<file path="src/rtl/uart_tx_scheduler_pkg.sv">
// ---------------------------------------------------------------------------
// uart_tx_scheduler_pkg
//   Shared definitions for the UART transmit scheduler and its arbiter:
//   the default frame length and the scheduler state encoding.
//   Ports: none (package).
// ---------------------------------------------------------------------------
package uart_tx_scheduler_pkg;

  // Start + 8 data + stop; must agree with the transmitter's bit counter.
  localparam int FRAME_BITS_DEF = 10;

  // Widest owner/pointer index; covers NREQ up to 8.
  localparam int IDX_W = 3;

  typedef enum logic [1:0] {
    S_IDLE = 2'd0,
    S_SEND = 2'd1,
    S_GAP  = 2'd2
  } state_e;

endpackage : uart_tx_scheduler_pkg

</file>
<file path="src/rtl/uart_tx_scheduler_if.sv">
// ---------------------------------------------------------------------------
// uart_tx_scheduler_if
//   Bundles the requester-facing and transmitter-facing signals of the
//   scheduler.
//   master : client side (drives i_req/i_data, observes the rest)
//   slave  : scheduler side (observes i_req/i_data, drives the rest)
//   Signals:
//     i_req     NREQ     per-requester request level
//     i_data    8*NREQ   requester k byte at [8k+7:8k]
//     o_grant   NREQ     one-hot acceptance pulse
//     o_Txstart 1        transmitter start
//     o_datain  8        transmitter data, stable for a whole frame
//     o_busy    1        frame or idle gap in progress
//     o_owner   3        index of last granted requester
// ---------------------------------------------------------------------------
interface uart_tx_scheduler_if #(
  parameter int NREQ = 3
);
  logic [NREQ-1:0]   i_req;
  logic [8*NREQ-1:0] i_data;
  logic [NREQ-1:0]   o_grant;
  logic              o_Txstart;
  logic [7:0]        o_datain;
  logic              o_busy;
  logic [2:0]        o_owner;

  modport master (
    output i_req, i_data,
    input  o_grant, o_Txstart, o_datain, o_busy, o_owner
  );

  modport slave (
    input  i_req, i_data,
    output o_grant, o_Txstart, o_datain, o_busy, o_owner
  );
endinterface : uart_tx_scheduler_if

</file>
<file path="src/rtl/uart_tx_scheduler_rr_arbiter.sv">
// ---------------------------------------------------------------------------
// rr_arbiter
//   Combinational round-robin arbiter. Searches ptr+1, ptr+2, ... (mod NREQ)
//   and picks the first active request.
//   Ports:
//     req_i    NREQ  request vector
//     ptr_i    3     index of the previous winner
//     gnt_o    NREQ  one-hot winner (all zero when nothing requests)
//     index_o  3     winner index
//     any_o    1     at least one request is active
// ---------------------------------------------------------------------------
module rr_arbiter
  import uart_tx_scheduler_pkg::*;
#(
  parameter int NREQ = 3
) (
  input  logic [NREQ-1:0]  req_i,
  input  logic [IDX_W-1:0] ptr_i,
  output logic [NREQ-1:0]  gnt_o,
  output logic [IDX_W-1:0] index_o,
  output logic             any_o
);

  logic found;

  // Two ascending passes give the circular order: first the indices above
  // the pointer, then wrap around to 0..ptr.
  always_comb begin
    gnt_o   = '0;
    index_o = '0;
    found   = 1'b0;
    for (int j = 0; j < NREQ; j++) begin
      if (!found && req_i[j] && (IDX_W'(j) > ptr_i)) begin
        found    = 1'b1;
        gnt_o[j] = 1'b1;
        index_o  = IDX_W'(j);
      end
    end
    for (int j = 0; j < NREQ; j++) begin
      if (!found && req_i[j] && (IDX_W'(j) <= ptr_i)) begin
        found    = 1'b1;
        gnt_o[j] = 1'b1;
        index_o  = IDX_W'(j);
      end
    end
  end

  assign any_o = found;

endmodule : rr_arbiter

</file>
<file path="src/rtl/uart_tx_scheduler.sv">
// ---------------------------------------------------------------------------
// uart_tx_scheduler
//   Shares one UART transmitter among NREQ requesters. A granted byte is
//   latched and presented with o_Txstart high for one full frame, followed
//   by an idle gap before the next grant.
//   Ports:
//     i_clk    system clock, rising edge
//     i_reset  asynchronous, active-low reset
//     bus      uart_tx_scheduler_if.slave (requests, data, grant, tx outputs)
// ---------------------------------------------------------------------------
module uart_tx_scheduler
  import uart_tx_scheduler_pkg::*;
#(
  parameter int NREQ         = 3,
  parameter int FRAME_BITS   = FRAME_BITS_DEF,
  parameter int CLKS_PER_BIT = 1,
  parameter int GAP_CYCLES   = 2
) (
  input  logic               i_clk,
  input  logic               i_reset,
  uart_tx_scheduler_if.slave bus
);

  localparam int FC  = FRAME_BITS * CLKS_PER_BIT;
  localparam int FCW = $clog2(FC + 1);
  localparam int GW  = $clog2(GAP_CYCLES + 1);

  state_e            state_q;
  logic [FCW-1:0]    frameCnt_q;
  logic [FCW-1:0]    frameCnt_d;
  logic [GW-1:0]     gapCnt_q;
  logic [GW-1:0]     gapCnt_d;
  logic [IDX_W-1:0]  ptr_q;
  logic [NREQ-1:0]   grant_q;
  logic              txStart_q;
  logic [7:0]        datain_q;
  logic              busy_q;
  logic [IDX_W-1:0]  owner_q;

  logic [NREQ-1:0]   arbGnt;
  logic [IDX_W-1:0]  arbIdx;
  logic              arbAny;
  logic [7:0]        arbData;
  logic              frameLast;
  logic              gapLast;
  logic              grantNow;

  rr_arbiter #(.NREQ(NREQ)) u_arb (
    .req_i   (bus.i_req),
    .ptr_i   (ptr_q),
    .gnt_o   (arbGnt),
    .index_o (arbIdx),
    .any_o   (arbAny)
  );

  // Byte of the arbitration winner.
  always_comb begin
    arbData = '0;
    for (int k = 0; k < NREQ; k++) begin
      if (arbIdx == IDX_W'(k)) arbData = bus.i_data[8*k +: 8];
    end
  end

  assign frameCnt_d = frameCnt_q + FCW'(1);
  assign gapCnt_d   = gapCnt_q + GW'(1);
  assign frameLast  = (frameCnt_q == FCW'(FC - 1));
  assign gapLast    = (gapCnt_q == GW'(GAP_CYCLES - 1));

  // The last gap edge grants exactly like IDLE, so back-to-back frames keep
  // a fixed FC+GAP_CYCLES period without passing through IDLE.
  assign grantNow = arbAny && ((state_q == S_IDLE) || (state_q == S_GAP && gapLast));

  // Scheduler FSM. The grant cycle is frame cycle 0, so o_Txstart stays high
  // for exactly FC cycles and drops at the edge where the count is FC-1.
  always_ff @(posedge i_clk or negedge i_reset) begin
    if (!i_reset) begin
      state_q    <= S_IDLE;
      frameCnt_q <= '0;
      gapCnt_q   <= '0;
      ptr_q      <= IDX_W'(NREQ - 1);
      grant_q    <= '0;
      txStart_q  <= 1'b0;
      datain_q   <= '0;
      busy_q     <= 1'b0;
      owner_q    <= '0;
    end else begin
      grant_q <= '0;
      if (grantNow) begin
        grant_q    <= arbGnt;
        datain_q   <= arbData;
        txStart_q  <= 1'b1;
        owner_q    <= arbIdx;
        ptr_q      <= arbIdx;
        busy_q     <= 1'b1;
        frameCnt_q <= '0;
        state_q    <= S_SEND;
      end else begin
        case (state_q)
          S_IDLE: ;
          S_SEND: begin
            if (frameLast) begin
              txStart_q <= 1'b0;
              gapCnt_q  <= '0;
              state_q   <= S_GAP;
            end else begin
              frameCnt_q <= frameCnt_d;
            end
          end
          S_GAP: begin
            if (gapLast) begin
              busy_q  <= 1'b0;
              state_q <= S_IDLE;
            end else begin
              gapCnt_q <= gapCnt_d;
            end
          end
          default: state_q <= S_IDLE;
        endcase
      end
    end
  end

  assign bus.o_grant   = grant_q;
  assign bus.o_Txstart = txStart_q;
  assign bus.o_datain  = datain_q;
  assign bus.o_busy    = busy_q;
  assign bus.o_owner   = owner_q;

endmodule : uart_tx_scheduler

</file>
<file path="src/flat_wrapper.sv">
// flat-port wrapper written by rule: the top's interface ports become plain ports
module uart_tx_scheduler_flat import uart_tx_scheduler_pkg::*;
#(
  parameter int NREQ         = 3,
  parameter int FRAME_BITS   = FRAME_BITS_DEF,
  parameter int CLKS_PER_BIT = 1,
  parameter int GAP_CYCLES   = 2
)
  (i_clk, i_reset, bus_i_req, bus_i_data, bus_o_grant, bus_o_Txstart, bus_o_datain, bus_o_busy, bus_o_owner);
  uart_tx_scheduler_if #(.NREQ(NREQ)) bus_i ();
  input  logic i_clk;
  input  logic i_reset;
  input wire logic [$bits(bus_i.i_req)-1:0] bus_i_req;
  input wire logic [$bits(bus_i.i_data)-1:0] bus_i_data;
  output wire logic [$bits(bus_i.o_grant)-1:0] bus_o_grant;
  output wire logic [$bits(bus_i.o_Txstart)-1:0] bus_o_Txstart;
  output wire logic [$bits(bus_i.o_datain)-1:0] bus_o_datain;
  output wire logic [$bits(bus_i.o_busy)-1:0] bus_o_busy;
  output wire logic [$bits(bus_i.o_owner)-1:0] bus_o_owner;
  assign bus_i.i_req = bus_i_req;
  assign bus_i.i_data = bus_i_data;
  assign bus_o_grant = bus_i.o_grant;
  assign bus_o_Txstart = bus_i.o_Txstart;
  assign bus_o_datain = bus_i.o_datain;
  assign bus_o_busy = bus_i.o_busy;
  assign bus_o_owner = bus_i.o_owner;
  uart_tx_scheduler #(.NREQ(NREQ), .FRAME_BITS(FRAME_BITS), .CLKS_PER_BIT(CLKS_PER_BIT), .GAP_CYCLES(GAP_CYCLES)) u_core (.i_clk(i_clk), .i_reset(i_reset), .bus(bus_i));
endmodule
</file>
<file path="config.mk">
export PLATFORM = sky130hd
export DESIGN_NAME = uart_tx_scheduler_flat
export DESIGN_NICKNAME = d
export VERILOG_FILES = /design/src/rtl/uart_tx_scheduler_pkg.sv /design/src/rtl/uart_tx_scheduler_if.sv /design/src/rtl/uart_tx_scheduler_rr_arbiter.sv /design/src/rtl/uart_tx_scheduler.sv /design/src/flat_wrapper.sv
export SDC_FILE = /design/constraint.sdc
export NUM_CORES = 1
export LEC_CHECK = 0
export ABC_AREA = 1
export ABC_CLOCK_PERIOD_IN_PS = 2040
export BUFFER_PORTS_ARGS = -buffer_cell sky130_fd_sc_hd__buf_4
export CAP_MARGIN = 5
export CORE_MARGIN = 5
export CORE_UTILIZATION = 40
export DETAILED_ROUTE_END_ITERATION = 12
export GPL_ROUTABILITY_DRIVEN = 1
export GPL_TIMING_DRIVEN = 0
export PLACE_DENSITY_LB_ADDON = 0.25
export REMOVE_ABC_BUFFERS = 1
export SETUP_SLACK_MARGIN = 0.5
export SKIP_CTS_REPAIR_TIMING = 1
export SLEW_MARGIN = 20
export SYNTH_ARGS = -nofsm -noshare
export SYNTH_HDL_FRONTEND = slang
export SYNTH_HIERARCHICAL = 1
export SYNTH_SLANG_ARGS = --single-unit
</file>
<file path="constraint.sdc">
create_clock -name i_clk -period 2.04 [get_ports i_clk]
set_clock_uncertainty 0.2 [all_clocks]
set_input_delay 0.51 -clock i_clk [delete_from_list [all_inputs] [get_ports i_clk]]
set_output_delay 0.51 -clock i_clk [all_outputs]
set_load 0.02 [all_outputs]
</file>
==> results of run 1 <==
-- where the power goes --
part           switching [W]  leakage, nW  internal [W]
clock network       0.000153       0.0228      0.000140
logic                0.00110        0.890      0.000997
registers           0.000124        0.318      0.000663
-- routing by layer --
| layer | share of wire | vias to the layer above | GRT usage | wire length, µm |
|---|---|---|---|---|
| met3 | 0.081 | 2 | 0.04403 | 344 |
| li1 | - | 758 | - | - |
| met5 | 0 | - | 0 | 0 |
| met4 | 0.0042 | 0 | 0.03758 | 18 |
| met2 | 0.50 | 48 | 0.2091 | 2116 |
| met1 | 0.42 | 703 | 0.1655 | 1777 |
-- state kept, by name, summed over array words and instances, names as in the netlist, 2 cells and up --
| signal | count |
|---|---|
| u_core/bus.o_datain | 8 |
| u_core/frameCnt_q | 4 |
| u_core/bus.o_grant | 3 |
| u_core/ptr_q | 3 |
| u_core/gapCnt_q | 2 |
| u_core/state_q | 2 |
-- cells in the final DEF, fill, tap and decap left out, types with 3 or more instances in the layout --
cell      netlist  layout
nor2_1         14       9
nor2_4          0       4
nor2_2          1       3
buf_4           4      57
nand2_2         3       7
dfrtp_1        24      24
nand3_2         1       6
inv_1          20      16
inv_2           2       5
ha_4            0       3
o21ai_0         8       4
o21ai_1         1       4
buf_6           4      16
nand3_1        29      24
clkbuf_8        0       3
ha_1            7       3
nand2_4         1       4
nand2_1        51      44
nand4_1         9       9
-- tightest hold or removal path, delay by kind of cell, from the launching register on --
family / cells / cell delay (ps)
flops: 1 / 360
simple gates: 2 / 100
-- cells in the mapped netlist --
library cell	count
nand2_1	51
nand3_1	29
dfrtp_1	24
inv_1	20
nor2_1	14
nand4_1	9
o21ai_0	8
ha_1	7
buf_4	4
buf_6	4
a21oi_1	3
nand2_2	3
inv_2	2
xor2_1	2
buf_2	1
buf_8	1
conb_1	1
dfstp_2	1
inv_4	1
nand2_4	1
nand3_2	1
nor2_2	1
nor2_8	1
o21ai_1	1
-- area by class of cell --
class / instances / area [µm²] / area share
clock buffer: 4 / 45.04 / 0.01898
inverter: 23 / 95.09 / 0.04006
multi-input combinational: 134 / 852.1 / 0.3590
sequential: 25 / 626.9 / 0.2641
tap: 48 / 60.06 / 0.02530
timing repair buffer: 77 / 683.2 / 0.2878
timing repair inverter: 2 / 11.26 / 0.004744
-- cells by family after synthesis --
| group | share of synthesized area |
|---|---|
| simple gates | 0.3431 |
| other cells | 0.002514 |
| compound gates | 0.04026 |
| fa+ha+maj | 0.05872 |
| flops | 0.4203 |
| buf+inv | 0.1233 |
| xor+xnor | 0.01175 |
-- stage by stage --
step	setup TNS [ps]	worst slack (ps)	util	instance area [µm²]	hold slack (ps)
after global routing	0	163.1	0.6532	2374	304.9
final	0	263.7	0.6532	2374	288.2
after CTS	-1495	-193.9	0.5041	1832	-59.99
after floorplan	-735.3	-92.01	-	1396	14.41
after global placement	-6392	-730.1	0.4917	1787	232.8
after detailed placement	-2567	-311.4	0.4917	1787	233.3
-- final timing paths --
| kind | startpoint | to | slack, ps | depth (start not counted) |
|---|---|---|---|---|
| worst max register to register | u_core/ptr_q[1] | u_core/bus.o_datain[2] | 260 | 9 |
| worst max-delay path | u_core/ptr_q[1] | u_core/bus.o_datain[2] | 260 | 9 |
| worst min-delay path | u_core/gapCnt_q[1] | u_core/gapCnt_q[1] | 290 | 2 |
| min in group asynchronous | i_reset | u_core/bus.o_grant[1] | 480 | 2 |
| worst min register to register | u_core/gapCnt_q[1] | u_core/gapCnt_q[1] | 290 | 2 |
| max in group asynchronous | i_reset | u_core/ptr_q[1] | 870 | 2 |
==> run metrics, run 1 <==
Min-Delay Path Class=reg -> reg; via count=1511; RePlAce Congestion=0.7945; Ys Warns=6; clock buffer count from CTS=3; CTS tree=built; Synth area leaders=dfrtp_1 (40%), nand2_1 (13%), nand3_1 (9.7%), ha_1 (5.9%), inv_1 (5.0%); worst-path cell chain=nor2_2 -> a21oi_2 -> nor2_4 -> buf_12 -> nor2_4 -> nand3_1 -> nand3_1 -> nand2_1 -> nand2_1; largest net degree at the start of global routing=26; Post-Syn Area=0.001491 mm²; cell taking the most area after synthesis=dfrtp_1; # IOs=45; DRC=0; CTS Root Cell=clkbuf_8; Yosys top cell area share=0.4027; clk_lat worst skew=around 260 ps; H-tree levels=1; post-DP HPWL=roughly 2.3 mm; Rows=22; element type at the critical path end=flop; total grt overflow=0; first-pass GRT wire length=5.382 mm; Leak=1.231 nW; RSZ-0062 raised after global routing=yes; Core Footprint=0.003633 mm²; vias in the first global route=~1.3k; port buffer count=44; Clock transition at path regs=90 ps; via/cell ratio=4.827; CP bufs+invs=1; ANT nets after route=0; Pwr Density=1340 mW/mm²; data required time of the worst path=2050 ps; register bit total from synthesis=25; CP max FO=8; max incr delay on CP=560 ps; number of fillers in the final layout=around 320; n_diodes=0; first drt pass iteration count=4; Final Power=0.003181 W; fmax=563.0 MHz; GRT Total Usage=0.1298; Synth cell types=24; Final nets=302; Die Wd=71.06 µm; CP Launch Type=flop; die area=just over 0.005 mm²; antenna violations before repair=0; Finish-stage setup viols=0; post-route clock period utilization=0.8708; Initial Util=0.4105; Die Y=71.06 µm; CP top delay family=simple AND/OR/NAND/NOR gates; Post-Synthesis Cells=190; P&R area growth vs syn=59.14%; Crit-path slowest cell=dfstp_2; placed cells=272; CP Class=reg -> reg; Hold Fails Final Rpt=0; Initial DRC Count=69; Avg Cell Area, Syn=7.850 µm²; final WL=4.257 mm; result of the run=complete, no violations; register area share after synthesis=0.4203; DR WL/cell=13.60 µm; Worst VDD drop=approximately 480 µV; share of layout cells above drive strength 1=0.4566; Max-Cap Viols=0; min cycle time layout=1776 ps; Max clock buf depth=2; clk sinks=25; Final Max Slew Viols=0; crit path DAT=1790 ps; post-route insts no fill=313
Power figures use the tool's default switching activity.
==> run 2: changes to the inputs <==
--- a/config.mk
+++ b/config.mk
@@ -5,7 +5,6 @@
 export SDC_FILE = /design/constraint.sdc
 export NUM_CORES = 1
 export LEC_CHECK = 0
-export ABC_AREA = 1
 export ABC_CLOCK_PERIOD_IN_PS = 2040
 export BUFFER_PORTS_ARGS = -buffer_cell sky130_fd_sc_hd__buf_4
 export CAP_MARGIN = 5
==> run metrics, run 2 <==
Yosys top cell area share=0.4225; Top FF cell, synth=dfrtp_1; Hold Fails Final Rpt=0; port buffer count=44; CTS Root Cell=clkbuf_4; Min-Delay Path Class=in -> reg; final WL=4.019 mm; Synth cell types=42; Core Footprint=0.003390 mm²; first drt pass iteration count=4; DP Worst Slack=-571.2 ps; Initial Util=0.4193; Initial DRC Count=35; commonest non-fill, non-tap cell in the layout=buf_4; crit path DAT=1870 ps; Avg Cell Area, Syn=10.85 µm²; commonest non-fill, non-tap cells in the layout=buf_4 (51), dfrtp_1 (22), buf_6 (18); via/cell ratio=between 5 and 6; Final nets=roughly 240; DR WL/cell=16.34 µm; Pwr Density=1406 mW/mm²; vias in the first global route=1157; register area share after synthesis=0.4410; DRC=0; die area=0.004846 mm²; # IOs=45; GRT Total Usage=0.1277; H-tree levels=1; number of flops mapped to enable cells by yosys=0; worst reg2reg path depth=5; Final Max Slew Viols=0; clock buffer count from CTS=3; Post-synth top cells=dfrtp_1 (24), inv_1 (9), a22o_1 (8), mux2i_1 (8), o2bb2ai_1 (8); Die Wd=just under 70 µm; setup ws final=184.6 ps; Post-Synthesis Cells=131; Max-Cap Viols=0; Ys Warns=6; Finish-stage setup viols=0; share of layout cells above drive strength 1=0.5850; end of the worst hold path=u_core/bus.o_datain[0]; Max clock buf depth=2; CP Launch Type=flop; first-pass GRT wire length=5.175 mm; met3 wire length=225 µm; RePlAce Congestion=0.7221; fmax=539.0 MHz; Top Layer Used=met4; cell taking the most area after synthesis=dfrtp_1; Worst VDD drop=725.5 µV; Clock transition at path regs=150 ps; n_diodes=0; clk sinks=25; antenna violations before repair=0; Post-Syn Area=0.001421 mm²; Fin Hold WS=299.1 ps; M1 WL=1.728 mm; dpl cell area=0.001758 mm²; CP Class=reg -> reg; Leak=1.047 nW; hold path start=bus_i_data[16]; CTS tree=built; P&R area growth vs syn=61.27%; R2R Setup Slk=~180 ps; ANT nets after route=0; Die Y=69.61 µm; min cycle time layout=1855 ps; register bit total from synthesis=25; routed length on met2=2.031 mm; element type at the critical path end=flop; most frequent cell after synthesis=dfrtp_1; largest net degree at the start of global routing=26; post-DP HPWL=2.310 mm; max FFs per register=8; Rows=21; clk_lat worst skew=330 ps; post-route clock period utilization=0.9095; RSZ-0062 raised after global routing=yes; Final Power=between 0.003 and 0.004 W; CP max FO=5; via count=1299; data required time of the worst path=2060 ps; Synth area leaders=dfrtp_1 (42%), ha_1 (6.2%), mux2i_1 (5.6%), a22o_1 (4.9%), o2bb2ai_1 (4.9%); R2R Path Start=u_core/ptr_q[0]; setup_tns=0 ps; r2r endpoint=u_core/bus.o_datain[2]; FFs w/ async S/R, synth=1.000; total grt overflow=0; hold depth=3; result of the run=complete, no violations; fin area=0.002292 mm²
## run 2: worst max-delay path by stage
stage / startpoint / endpoint / depth (start not counted)
global route: u_core/ptr_q[0] / u_core/bus.o_datain[2] / 6
CTS: u_core/ptr_q[0] / u_core/bus.o_datain[6] / 6
floorplan: bus_i_req[1] / u_core/bus.o_datain[0] / 6
finish: u_core/ptr_q[0] / u_core/bus.o_datain[2] / 5
detailed placement: bus_i_req[1] / u_core/bus.o_datain[1] / 7
global placement: bus_i_req[1] / u_core/bus.o_datain[3] / 7
## run 2: area by class of cell
class | instances | area [µm²]
tap | 46 | 57.56
sequential | 25 | 629.4
multi-input combinational | 90 | 919.6
clock inverter | 1 | 5.005
inverter | 10 | 42.54
fill | 245 | 1097
clock buffer | 3 | 22.52
timing repair buffer | 71 | 615.6
## run 2: worst max-delay path, cell delays in order (launching register included)
cell and delay (ps):
dfrtp_1 460, nor3_2 340, o21a_4 240, mux2i_1 220
o2bb2ai_1 100, a22o_1 180
## run 2: layer usage
metal  vias up  GRT usage
met2        38     0.2182
met1       639     0.1600
met4         0    0.01915
met3         4    0.04203
li1        618          -
met5         -          0
## run 2: stage by stage
step	utilization	instances
CTS	0.5268	217
detailed placement	0.5186	213
global route	0.6763	246
global placement	0.5186	213
finish	0.6763	246
floorplan	-	123
## run 2: logic make-up after synthesis
| family | count (synthesis) | share of synthesized area |
|---|---|---|
| AO/OA/AOI/OAI | 39 | 0.2148 |
| AND/OR/NAND/NOR | 28 | 0.1232 |
| flip-flops | 25 | 0.4410 |
| buffers and inverters | 18 | 0.06250 |
| multiplexers | 12 | 0.08803 |
| adder cells (fa/ha/maj) | 7 | 0.06162 |
| other | 1 | 0.002638 |
| XOR/XNOR | 1 | 0.006163 |
## run 2: report_power, final
group | switching, W | internal, W | leakage [nW] | total [W]
clock network | 0.000151 | 0.0000735 | 0.0177 | 0.000225
logic | 0.000958 | 0.00114 | 0.715 | 0.00210
registers | 0.000197 | 0.000703 | 0.314 | 0.000900
total | 0.00131 | 0.00192 | 1.05 | 0.00322
